===== src/rtl/score_tracker.sv =====
// score_tracker: packed-BCD running score with an internal tick divider,
// a high-score register, a difficulty level for the engine and
// leading-zero blanking for the HEX display bank.
module score_tracker #(
  parameter int DIGITS    = 6,
  parameter int TICK_DIV  = 5000000,
  parameter int LEVEL_PTS = 100,
  parameter int MAX_LEVEL = 7,
  parameter int LEVEL_W   = 3
) (
  input  logic                clk50MHz,
  input  logic                reset,
  input  logic                newGame,
  input  logic                running,
  input  logic                pause,
  input  logic                showHigh,
  output logic [4*DIGITS-1:0] scoreBCD,
  output logic [DIGITS-1:0]   blankMask,
  output logic [LEVEL_W-1:0]  level,
  output logic                newRecord,
  output logic                saturated
);

  localparam int SW    = 4 * DIGITS;
  localparam int DIV_W = (TICK_DIV > 1) ? $clog2(TICK_DIV) : 1;
  localparam int PTS_W = (LEVEL_PTS > 1) ? $clog2(LEVEL_PTS) : 1;

  localparam logic [DIV_W-1:0]   DIV_LAST    = DIV_W'(TICK_DIV - 1);
  localparam logic [PTS_W-1:0]   PTS_LAST    = PTS_W'(LEVEL_PTS - 1);
  localparam logic [LEVEL_W-1:0] LEVEL_TOP   = LEVEL_W'(MAX_LEVEL);
  localparam logic [SW-1:0]      ALL_NINES   = {DIGITS{4'h9}};
  localparam logic [DIGITS-1:0]  BLANK_RESET = ~DIGITS'(1);

  // Internal state
  logic [SW-1:0]      cur_q, cur_d;
  logic [SW-1:0]      high_q, high_d;
  logic [DIV_W-1:0]   div_q, div_d;
  logic [PTS_W-1:0]   pts_q, pts_d;
  logic [LEVEL_W-1:0] level_q, level_d;
  logic               run_q, run_d;
  logic               sat_q, sat_d;
  logic               rec_q, rec_d;
  logic [SW-1:0]      disp_q, disp_d;
  logic [DIGITS-1:0]  blank_q, blank_d;

  // Combinational helpers
  logic          en;
  logic          tick;
  logic          end_evt;
  logic          beats_high;
  logic [SW-1:0] inc_val;
  logic          carry;
  logic [SW-1:0] sel_val;
  logic          zero_above;

  // Counting is enabled only while playing, unpaused and not yet at all 9s.
  always_comb begin
    en         = running & ~pause & ~sat_q;
    tick       = en & (div_q == DIV_LAST);
    end_evt    = run_q & ~running;
    beats_high = end_evt & (cur_q > high_q);
  end

  // Ripple BCD increment of the current score: a 9 rolls to 0 and carries on.
  always_comb begin
    inc_val = cur_q;
    carry   = 1'b1;
    for (int i = 0; i < DIGITS; i++) begin
      if (carry) begin
        if (cur_q[4*i +: 4] == 4'd9) begin
          inc_val[4*i +: 4] = 4'd0;
        end else begin
          inc_val[4*i +: 4] = cur_q[4*i +: 4] + 4'd1;
          carry             = 1'b0;
        end
      end
    end
  end

  // Next state for score, divider, level, high score and record pulse; newGame beats tick.
  always_comb begin
    cur_d   = cur_q;
    high_d  = high_q;
    div_d   = div_q;
    pts_d   = pts_q;
    level_d = level_q;
    run_d   = running;
    rec_d   = beats_high;

    if (beats_high) begin
      high_d = cur_q;
    end

    if (newGame) begin
      cur_d   = '0;
      div_d   = '0;
      pts_d   = '0;
      level_d = '0;
    end else if (tick) begin
      cur_d = inc_val;
      div_d = '0;
      if (pts_q == PTS_LAST) begin
        pts_d = '0;
        if (level_q < LEVEL_TOP) begin
          level_d = level_q + 1'b1;
        end
      end else begin
        pts_d = pts_q + 1'b1;
      end
    end else if (en) begin
      div_d = div_q + 1'b1;
    end

    sat_d = (cur_d == ALL_NINES);
  end

  // Display select and leading-zero blanking, computed from the internal registers.
  always_comb begin
    sel_val    = showHigh ? high_q : cur_q;
    disp_d     = sel_val;
    blank_d    = '0;
    zero_above = 1'b1;
    for (int i = DIGITS - 1; i >= 1; i--) begin
      zero_above = zero_above & (sel_val[4*i +: 4] == 4'd0);
      blank_d[i] = zero_above;
    end
  end

  // All state registers, cleared asynchronously (high score included).
  always_ff @(posedge clk50MHz or posedge reset) begin
    if (reset) begin
      cur_q   <= '0;
      high_q  <= '0;
      div_q   <= '0;
      pts_q   <= '0;
      level_q <= '0;
      run_q   <= 1'b0;
      sat_q   <= 1'b0;
      rec_q   <= 1'b0;
      disp_q  <= '0;
      blank_q <= BLANK_RESET;
    end else begin
      cur_q   <= cur_d;
      high_q  <= high_d;
      div_q   <= div_d;
      pts_q   <= pts_d;
      level_q <= level_d;
      run_q   <= run_d;
      sat_q   <= sat_d;
      rec_q   <= rec_d;
      disp_q  <= disp_d;
      blank_q <= blank_d;
    end
  end

  assign scoreBCD  = disp_q;
  assign blankMask = blank_q;
  assign level     = level_q;
  assign newRecord = rec_q;
  assign saturated = sat_q;

endmodule

===== config.mk =====
export PLATFORM = sky130hd
export DESIGN_NAME = score_tracker
export DESIGN_NICKNAME = d
export VERILOG_FILES = /design/src/rtl/score_tracker.sv
export SDC_FILE = /design/constraint.sdc
export NUM_CORES = 1
export LEC_CHECK = 0
export CELL_PAD_IN_SITES_DETAIL_PLACEMENT = 1
export CELL_PAD_IN_SITES_GLOBAL_PLACEMENT = 1
export CORE_AREA = 5 5 85 166
export CTS_BUF_LIST = sky130_fd_sc_hd__clkbuf_4 sky130_fd_sc_hd__clkbuf_8
export DETAILED_ROUTE_END_ITERATION = 10
export DIE_AREA = 0 0 90 171
export PLACE_DENSITY_LB_ADDON = 0.1
export SYNTH_ARGS = -nofsm -noshare
export SYNTH_HDL_FRONTEND = slang
export SYNTH_SLANG_ARGS = --single-unit

===== constraint.sdc =====
create_clock -name clk50MHz -period 4.2 [get_ports clk50MHz]
set_clock_uncertainty 0.1 [all_clocks]
set_input_delay 0.42 -clock clk50MHz [delete_from_list [all_inputs] [get_ports clk50MHz]]
set_output_delay 0.42 -clock clk50MHz [all_outputs]
set_load 0.01 [all_outputs]

# Word level (Yosys, flattened, before mapping)
# Cells that the tools add are included.
totals:
  output_inout_bits: 35
  register_bits: 113
classes:
  mux: 33
  n_eq_ne: 9
  add_sub_neg: 9
  reduce_logical: 10
  n_bitwise: 12
  magnitude_cmp: 2
ops:
  columns: ["operator", "n"]
  rows:
  - ["2-to-1 mux 24 bit", 3]
  - ["2-to-1 mux 23 bit", 3]
  - ["2-to-1 mux 4 bit", 11]
  - ["adder 4 x 1 -> 4 bit, second input constant", 6]
  - ["== test 24 bit, second input constant", 1]
  - ["== test 4 bit, second input constant", 6]
  - ["greater-than comparator 24 bit", 1]
  - ["adder 23 x 1 -> 23 bit, second input constant", 1]
  - ["== test 23 bit, second input constant", 1]
  - ["2-to-1 mux 7 bit", 3]
  - ["logical NOT 4 bit", 5]
  - ["2-to-1 mux 3 bit", 4]
  - ["bitwise AND 1 bit", 9]
  - ["2-to-1 mux 1 bit", 9]
  - ["adder 7 x 1 -> 7 bit, second input constant", 1]
  - ["== test 7 bit, second input constant", 1]
  - ["nonzero test 2 bit", 3]
  - ["adder 3 x 1 -> 3 bit, second input constant", 1]
  - ["< comparator 3 bit, second input constant", 1]
  - ["NOT 1 bit", 3]
  - ["AND reduction 3 bit", 1]
  - ["nonzero test 3 bit", 1]

# Depth between registers and ports, before layout
# Gate-level depths: netlist (run 1).
logic_depth:
  ltp_word: 10
  depth_mapped: 11
  mapped_depth_nobuf: 10

# Least setup slack after synthesis (run 1)
# OpenSTA, ideal clock, no wires.
synth_path:
  path_kind: "reg-to-reg"
  from: "register cur_q[9]"
  to: "register high_q[0]"
  stages_incl_launch_ff: 11
  t_arrival_ps: 2428
  path_slack_ps: 1547
  synth_period_minus_slack_ps: 2653
  path_cell_list: "dfrtp_1 -> ha_1 -> a21o_1 -> a21o_1 -> a21oi_1 -> or2_2 -> a41oi_1 -> o21ai_0 -> inv_1 -> buf_1 -> mux2_2"
synth_between:
  elab_chain_len: 2
synth_rtl:
  columns: ["item", "line", "rtl"]
  rows:
  - ["start, declared", "35", "logic [SW-1:0] cur_q, cur_d;"]
  - ["start signal, assigned", "143", "cur_q <= cur_d;"]
  - ["greater-than comparator 24 bit", "61", "beats_high = end_evt & (cur_q > high_q);"]
  - ["bitwise AND 1 bit", "61", null]
  - ["named net beats_high", "50", "logic beats_high;"]
  - ["end signal, assigned", "144", "high_q <= high_d;"]
  - ["end, declared", "36", "logic [SW-1:0] high_q, high_d;"]
# The timed path passes the listed nets, and every way through them passes these cells.
# A chain may end at the register's enable or synchronous reset.

# Final worst setup path (run 1)
layout_path:
  from: "register cur_q[5]"
  to: "register high_q[5]"
layout_between:
  elab_chain_len: 2
layout_rtl:
  columns: ["item", "line"]
  rows:
  - ["greater-than comparator 24 bit", "61"]
  - ["bitwise AND 1 bit", "61"]
# Parallel ways exist; a longest one is shown, timed or not.

==> run_summary.xml, run 1 <==
<?xml version="1.0" encoding="UTF-8"?>
<metrics>
  <group name="timing">
    <metric name="slew_violations" unit="">0</metric>
    <metric name="max_slew_margin" unit="%">39.25</metric>
    <metric name="setup_repair_after_global_routing_missed_its_margin" unit="">false</metric>
    <metric name="final.setup.tns" unit="ps">0</metric>
    <metric name="tightest_slew" unit="ps">911.2</metric>
    <metric name="setup-violations-final" unit="">0</metric>
    <metric name="final_critical_period" unit="ps">3275</metric>
    <metric name="post_route_hold_slack" unit="ps">398.2</metric>
    <metric name="max_freq" unit="GHz">0.3053</metric>
    <metric name="layout_worst_path_cycle_share" unit="%">77.98</metric>
    <metric name="report.final.hold_viol_count" unit="">0</metric>
  </group>
  <group name="logic_synthesis">
    <metric name="post_synthesis_sequential_element_count" unit="">113</metric>
    <metric name="synth_common_cells" unit="">dfrtp_1 (108), nor2_1 (54), nand2_1 (41)</metric>
    <metric name="yosys_warnings" unit="">0</metric>
    <metric name="postSynth.topFlopCell" unit="">dfrtp_1</metric>
    <metric name="synth-seq-area-share" unit="%">47.45</metric>
    <metric name="synthArstFlopShare" unit="%">100.0</metric>
    <metric name="cells_after_synthesis" unit="">585</metric>
    <metric name="synth_area_leader_cell" unit="">dfrtp_1</metric>
    <metric name="synthesis.area" unit="mm²">0.005972</metric>
    <metric name="top_count_cell_post_synth" unit="">dfrtp_1</metric>
    <metric name="synth_top_cell_area_share" unit="%">45.25</metric>
    <metric name="syn_area_per_cell" unit="µm²">10.21</metric>
    <metric name="netlist-cell-type-count" unit="">63</metric>
    <metric name="synth-edff-count" unit="">0</metric>
    <metric name="yosys-top-cells-area" unit="">dfrtp_1 (45%), mux2_2 (6.8%), ha_1 (6.1%), nor2_1 (3.4%), nand2_1 (2.6%)</metric>
    <metric name="mappedNetlistNets" unit="">620</metric>
  </group>
  <group name="die">
    <metric name="core-area" unit="mm²">0.01277</metric>
    <metric name="placement_rows" unit="">59</metric>
    <metric name="die_w" unit="µm">90</metric>
    <metric name="ioPinCount" unit="">41</metric>
    <metric name="die_area" unit="mm²">0.01539</metric>
    <metric name="initial_core_util" unit="%">46.76</metric>
    <metric name="die-height" unit="µm">171</metric>
  </group>
  <group name="clocking">
    <metric name="clock_insertion_delay_worst_skew" unit="ps">420</metric>
    <metric name="cts.path.max_buffers" unit="">2</metric>
    <metric name="cts_hold_buffers" unit="">0</metric>
    <metric name="cts_repair_resize_count" unit="">0</metric>
    <metric name="cts_root_buf" unit="">clkbuf_8</metric>
    <metric name="cts_num_sinks" unit="">113</metric>
    <metric name="clk_transition_reported_paths" unit="ps">70</metric>
    <metric name="cts_tree" unit="">built</metric>
    <metric name="post_cts_setup_buffer_count" unit="">0</metric>
    <metric name="cts_made_buffers" unit="">17</metric>
    <metric name="cts_htree_levels" unit="">4</metric>
  </group>
  <group name="drt">
    <metric name="drt-total-wl" unit="mm">14.18</metric>
    <metric name="drc_violations_left" unit="">0</metric>
    <metric name="routed-via-count" unit="">4490</metric>
    <metric name="wl_met3" unit="µm">338</metric>
    <metric name="wl_met1" unit="mm">6.098</metric>
    <metric name="post_detailed_route_via_to_cell_ratio" unit="">5.662</metric>
    <metric name="routed_wire_length_per_instance" unit="µm">17.88</metric>
    <metric name="drt_first_pass_iters" unit="">4</metric>
    <metric name="drt_iter0_drc" unit="">206</metric>
    <metric name="detail-route-antenna-nets" unit="">0</metric>
    <metric name="met2RoutedLength" unit="mm">7.511</metric>
    <metric name="topRoutingLayerUsed" unit="">met4</metric>
  </group>
  <group name="grt">
    <metric name="all_layer_global_routing_usage" unit="%">19.15</metric>
    <metric name="grt_start_max_net_pins" unit="">71</metric>
    <metric name="grt_overflow_total" unit="">0</metric>
    <metric name="antenna_found_initial" unit="">0</metric>
    <metric name="wire_length_of_the_first_global_routing_pass" unit="mm">24.06</metric>
    <metric name="number_of_global_route_vias_before_repair" unit="">4831</metric>
  </group>
  <group name="finish">
    <metric name="growth_of_design_area_from_synthesis_to_finish" unit="%">16.26</metric>
    <metric name="final_layout_size_suffix_gt1_share" unit="%">15.29</metric>
    <metric name="ant_diodes" unit="">0</metric>
    <metric name="layout.nets" unit="">663</metric>
    <metric name="finish.cell_count_without_fillers" unit="">793</metric>
  </group>
  <group name="critical_path">
    <metric name="critPathCaptureType" unit="">flip-flop</metric>
    <metric name="crit_fanout" unit="">14</metric>
    <metric name="cp.required" unit="ps">4400</metric>
    <metric name="r2r_end" unit="">high_q[5]</metric>
    <metric name="worst-setup-path-type" unit="">reg2reg</metric>
    <metric name="critical_path_startpoint_category" unit="">flip-flop</metric>
    <metric name="reg2reg_depth" unit="">10</metric>
    <metric name="endpoint_arrival_time_on_the_critical_path" unit="ps">3480</metric>
    <metric name="crit-reg2reg-launch" unit="">cur_q[5]</metric>
    <metric name="flop2flop_setup_slack" unit="ps">920</metric>
  </group>
  <group name="power_and_ir_drop">
    <metric name="irDropWorstVdd" unit="mV">0.3354</metric>
    <metric name="static-leakage-power" unit="nW">3.181</metric>
    <metric name="p_per_area" unit="mW/mm²">319.9</metric>
  </group>
  <group name="min_path">
    <metric name="holdCritPathClass" unit="">reg2reg</metric>
    <metric name="hold_path_end" unit="">scoreBCD[1]</metric>
    <metric name="holdCritStartpoint" unit="">high_q[1]</metric>
    <metric name="hold-path-cell-count" unit="">2</metric>
  </group>
  <group name="place">
    <metric name="io_buffers" unit="">39</metric>
    <metric name="place_congestion" unit="">0.7888</metric>
    <metric name="detailedPlacementHpwl" unit="mm">9.950</metric>
    <metric name="dp_cells" unit="">761</metric>
  </group>
  <group name="flow_run">
    <metric name="max-cap-violations" unit="">0</metric>
  </group>
  <group name="outcome">
    <metric name="outcome" unit="">complete, no violations</metric>
  </group>
</metrics>
[placed cells by master (no fill, tap or decap), types with 13 or more instances in the layout]
master,instances
xor2_1,15
dfrtp_1,108
inv_1,34
nand3_1,23
clkdlybuf4s50_1,39
nor2b_1,14
nand4_1,13
nor2_1,54
o21ai_0,26
ha_1,29
xnor2_1,13
a21oi_1,28
nand2_1,41
mux2_2,36
clkbuf_8,21
[sequential cells by signal, summed over array words and instances (netlist names)]
signal / flops
level: 3
scoreBCD: 24
pts_q: 7
run_q: 1
high_q: 24
saturated: 1
newRecord: 1
div_q: 23
cur_q: 24
blankMask: 5
[cells by family after synthesis]
| group | synth area share, % |
|---|---|
| flip-flops | 47.45 |
| AND/OR/NAND/NOR | 19.99 |
| other | 0.06279 |
| buffers and inverters | 4.107 |
| multiplexers | 8.632 |
| adder cells (fa/ha/maj) | 6.076 |
| XOR/XNOR | 4.107 |
| AO/OA/AOI/OAI | 9.575 |
[routing by layer]
layer | GRT usage [%] | vias up
li1 | - | 2143
met1 | 22.79 | 2271
met2 | 34.18 | 60
met3 | 3.784 | 16
met4 | 6.740 | 0
met5 | 0 | -
[how the worst max path moves through the flow]
stage | from | end | depth (start not counted)
6_report | cur_q[5] | high_q[5] | 10
3_5_place_dp | running | saturated | 8
3_3_place_gp | running | saturated | 8
4_1_cts | cur_q[5] | high_q[15] | 10
2_1_floorplan | reset | cur_q[0] | 1
5_1_grt | cur_q[5] | high_q[11] | 10
[power by group]
part	switching (mW)	internal [mW]	leakage [nW]
Clock	0.445	0.601	0.201
Combinational	0.0537	0.0242	1.46
Sequential	0.00260	1.10	1.52
[through the flow]
step | utilization, % | setup slack (ps) | cell area (µm²) | power (mW)
after global routing | 54.36 | 708.9 | 6943 | 2.310
after detailed placement | 51.16 | 694.9 | 6534 | 1.199
after floorplan | - | 700.9 | 5972 | 1.164
after global placement | 51.16 | 816.4 | 6534 | 1.198
final | 54.36 | 924.8 | 6943 | 2.221
after CTS | 54.36 | 914.3 | 6943 | 2.257
[critical path, stage by stage, from the launching register on]
cell and delay, ps:
dfrtp_1 490, ha_1 350, a21o_1 160, a21oi_1 140
nor2b_1 50, o21ai_0 320, a41oi_1 180, o21ai_0 430
inv_1 390, buf_12 270, mux2_2 270
[final cells by class]
type / instances / area [µm²]
Sequential cell: 113 / 2834
Tap cell: 152 / 190.2
Inverter: 35 / 133.9
Timing Repair Buffer: 48 / 483.0
Multi-Input combinational cell: 413 / 2893
Clock inverter: 9 / 105.1
Fill cell: 1422 / 5828
Clock buffer: 23 / 304.0
Note: power is estimated with default switching activity, not from simulation.
==> run 2: changes to the inputs <==
Clock period 4.2 ns to 3.3 ns, I/O delays scaled along.
==> run 2 against run 1 <==
Total power rose by 36%; critical path depth up 1; utilization increased by 1.5 points; setup slack worse by 510 ps; final area grew 2.8%; via count increased by 0.71%; critical path type unchanged; largest cell class unchanged; largest power group is now the clock network; highest routed layer unchanged.
==> run_summary.xml, run 2 (synthesis results as in run 1) <==
<?xml version="1.0" encoding="UTF-8"?>
<metrics>
  <group name="finish">
    <metric name="final.fill_count" unit="">1405</metric>
    <metric name="layout_common_cells" unit="">dfrtp_1 (108), nor2_1 (54), nand2_1 (41), clkdlybuf4s50_1 (39), mux2_2 (36)</metric>
    <metric name="finalCoreUtilization" unit="%">55.91</metric>
    <metric name="regArea" unit="mm²">0.002834</metric>
    <metric name="growth_of_design_area_from_synthesis_to_finish" unit="%">19.57</metric>
    <metric name="multi_input_area" unit="mm²">0.002893</metric>
    <metric name="layout.cells.most_common" unit="">dfrtp_1</metric>
    <metric name="final_layout_size_suffix_gt1_share" unit="%">17.73</metric>
    <metric name="ant_diodes" unit="">0</metric>
    <metric name="layout.nets" unit="">682</metric>
  </group>
  <group name="die">
    <metric name="die_w" unit="µm">90</metric>
    <metric name="die_area" unit="mm²">0.01539</metric>
    <metric name="core-area" unit="mm²">0.01277</metric>
    <metric name="die-height" unit="µm">171</metric>
    <metric name="placement_rows" unit="">59</metric>
    <metric name="ioPinCount" unit="">41</metric>
    <metric name="initial_core_util" unit="%">46.76</metric>
  </group>
  <group name="grt">
    <metric name="wire_length_of_the_first_global_routing_pass" unit="mm">24.84</metric>
    <metric name="all_layer_global_routing_usage" unit="%">19.96</metric>
    <metric name="grt_start_max_net_pins" unit="">45</metric>
    <metric name="number_of_global_route_vias_before_repair" unit="">4906</metric>
    <metric name="grt_overflow_total" unit="">0</metric>
    <metric name="antenna_found_initial" unit="">0</metric>
  </group>
  <group name="critical_path">
    <metric name="cpMostUsedCell" unit="">buf_4</metric>
    <metric name="worst-setup-path-type" unit="">reg2reg</metric>
    <metric name="critical-path-max-stage-delay" unit="ps">450</metric>
    <metric name="crit_family" unit="">compound AO/OA/AOI/OAI gates</metric>
    <metric name="critPathCaptureType" unit="">flip-flop</metric>
    <metric name="cp_cell_sequence" unit="">ha_1 &gt; nand4_1 &gt; nor2_1 &gt; nand2_1 &gt; o21bai_1 &gt; a41oi_1 &gt; o21ai_0 &gt; buf_4 &gt; inv_1 &gt; buf_4 &gt; mux2_2</metric>
    <metric name="reg2reg_depth" unit="">11</metric>
    <metric name="cp.required" unit="ps">3520</metric>
    <metric name="flop2flop_setup_slack" unit="ps">420</metric>
    <metric name="crit_fanout" unit="">15</metric>
    <metric name="crit_path_top_delay_cell" unit="">dfrtp_1</metric>
    <metric name="r2r_end" unit="">high_q[8]</metric>
    <metric name="critical_path_startpoint_category" unit="">flip-flop</metric>
    <metric name="critical_path_buf_inv_count" unit="">3</metric>
    <metric name="crit-reg2reg-launch" unit="">cur_q[15]</metric>
    <metric name="endpoint_arrival_time_on_the_critical_path" unit="ps">3100</metric>
  </group>
  <group name="clocking">
    <metric name="cts_htree_levels" unit="">4</metric>
    <metric name="cts_repair_resize_count" unit="">0</metric>
    <metric name="cts_tree" unit="">built</metric>
    <metric name="cts_root_buf" unit="">clkbuf_8</metric>
    <metric name="clock_insertion_delay_worst_skew" unit="ps">430</metric>
    <metric name="cts_hold_buffers" unit="">0</metric>
    <metric name="cts_made_buffers" unit="">17</metric>
    <metric name="clk_transition_reported_paths" unit="ps">70</metric>
    <metric name="post_cts_setup_buffer_count" unit="">0</metric>
    <metric name="cts.path.max_buffers" unit="">2</metric>
    <metric name="cts_num_sinks" unit="">113</metric>
  </group>
  <group name="timing">
    <metric name="report.final.hold_viol_count" unit="">0</metric>
    <metric name="setup_repair_after_global_routing_missed_its_margin" unit="">false</metric>
    <metric name="post_route_hold_slack" unit="ps">285.4</metric>
    <metric name="max_freq" unit="GHz">0.3468</metric>
    <metric name="setup-violations-final" unit="">0</metric>
    <metric name="finalWorstSetupSlack" unit="ps">416.9</metric>
    <metric name="tightest_slew" unit="ps">809.6</metric>
    <metric name="final.setup.tns" unit="ps">0</metric>
    <metric name="layout_worst_path_cycle_share" unit="%">87.37</metric>
    <metric name="final_critical_period" unit="ps">2883</metric>
    <metric name="max_slew_margin" unit="%">45.91</metric>
    <metric name="slew_violations" unit="">0</metric>
  </group>
  <group name="drt">
    <metric name="detail-route-antenna-nets" unit="">0</metric>
    <metric name="wl_met1" unit="mm">6.265</metric>
    <metric name="drt_first_pass_iters" unit="">4</metric>
    <metric name="topRoutingLayerUsed" unit="">met4</metric>
    <metric name="wl_met3" unit="µm">358</metric>
    <metric name="routed-via-count" unit="">4522</metric>
    <metric name="post_detailed_route_via_to_cell_ratio" unit="">5.569</metric>
    <metric name="met2RoutedLength" unit="mm">7.615</metric>
    <metric name="routed_wire_length_per_instance" unit="µm">17.83</metric>
    <metric name="drt_iter0_drc" unit="">134</metric>
    <metric name="drt-total-wl" unit="mm">14.48</metric>
    <metric name="drc_violations_left" unit="">0</metric>
  </group>
  <group name="outcome">
    <metric name="outcome" unit="">complete, no violations</metric>
  </group>
  <group name="power_and_ir_drop">
    <metric name="fin_total_pwr" unit="mW">3.023</metric>
    <metric name="static-leakage-power" unit="nW">3.304</metric>
    <metric name="p_per_area" unit="mW/mm²">423.3</metric>
    <metric name="irDropWorstVdd" unit="mV">0.2977</metric>
  </group>
  <group name="place">
    <metric name="io_buffers" unit="">39</metric>
    <metric name="post-place-ws" unit="ps">138.5</metric>
    <metric name="detailedPlacementHpwl" unit="mm">10.48</metric>
    <metric name="place_congestion" unit="">0.7896</metric>
  </group>
  <group name="flow_run">
    <metric name="max-cap-violations" unit="">0</metric>
  </group>
  <group name="min_path">
    <metric name="holdCritPathClass" unit="">in2async</metric>
  </group>
</metrics>
==> run 2: cell types whose count changed in the layout (fill, tap and decap cells not counted), sizes merged <==
| cell | delta |
|---|---|
| clkinv | -1 |
| buf | +19 |
| inv | -1 |
| bufinv | +2 |
==> run 2: how the worst max path moves through the flow <==
| stage | cells past startpoint | from | to |
|---|---|---|---|
| 4_1_cts | 11 | cur_q[15] | high_q[8] |
| 5_1_grt | 7 | div_q[12] | saturated |
| 6_report | 11 | cur_q[15] | high_q[8] |
| 3_3_place_gp | 8 | running | div_q[21] |
| 2_1_floorplan | 10 | cur_q[9] | high_q[0] |
| 3_5_place_dp | 8 | running | div_q[19] |
==> run 2: per-layer routing <==
| metal | vias up | GRT usage, % |
|---|---|---|
| li1 | 2169 | - |
| met1 | 2288 | 24.37 |
| met2 | 50 | 34.57 |
| met3 | 15 | 4.223 |
| met4 | 0 | 7.388 |
| met5 | - | 0 |
==> run 2: final cells by class <==
cell class / count / share of cell area (%)
clock inverter: 9 / 2.138
clock buffer: 23 / 4.346
timing repair buffer: 67 / 8.761
multi-input combinational: 413 / 40.51
sequential: 113 / 39.69
inverter: 35 / 1.892
tap: 152 / 2.663
==> run 2: report_power, final <==
group	total [mW]	leakage [nW]	internal (mW)	switching [mW]
combinational	0.105	1.56	0.0355	0.0691
sequential	1.40	1.52	1.39	0.00320
clock	1.52	0.228	0.931	0.591
total	3.02	3.30	2.36	0.663
==> run 2: worst register-to-register path, cell delays in order (launching register included) <==
cell	delay (ps)
dfrtp_1	450
ha_1	340
nand4_1	130
nor2_1	220
nand2_1	120
o21bai_1	210
a41oi_1	220
o21ai_0	120
buf_4	180
inv_1	70
buf_4	250
mux2_2	380
==> run 2: metrics by stage <==
stage,area [µm²],instances
2_1_floorplan,5976,585
3_3_place_gp,6678,780
3_5_place_dp,6678,780
4_1_cts,7141,812
5_1_grt,7141,812
6_report,7141,812
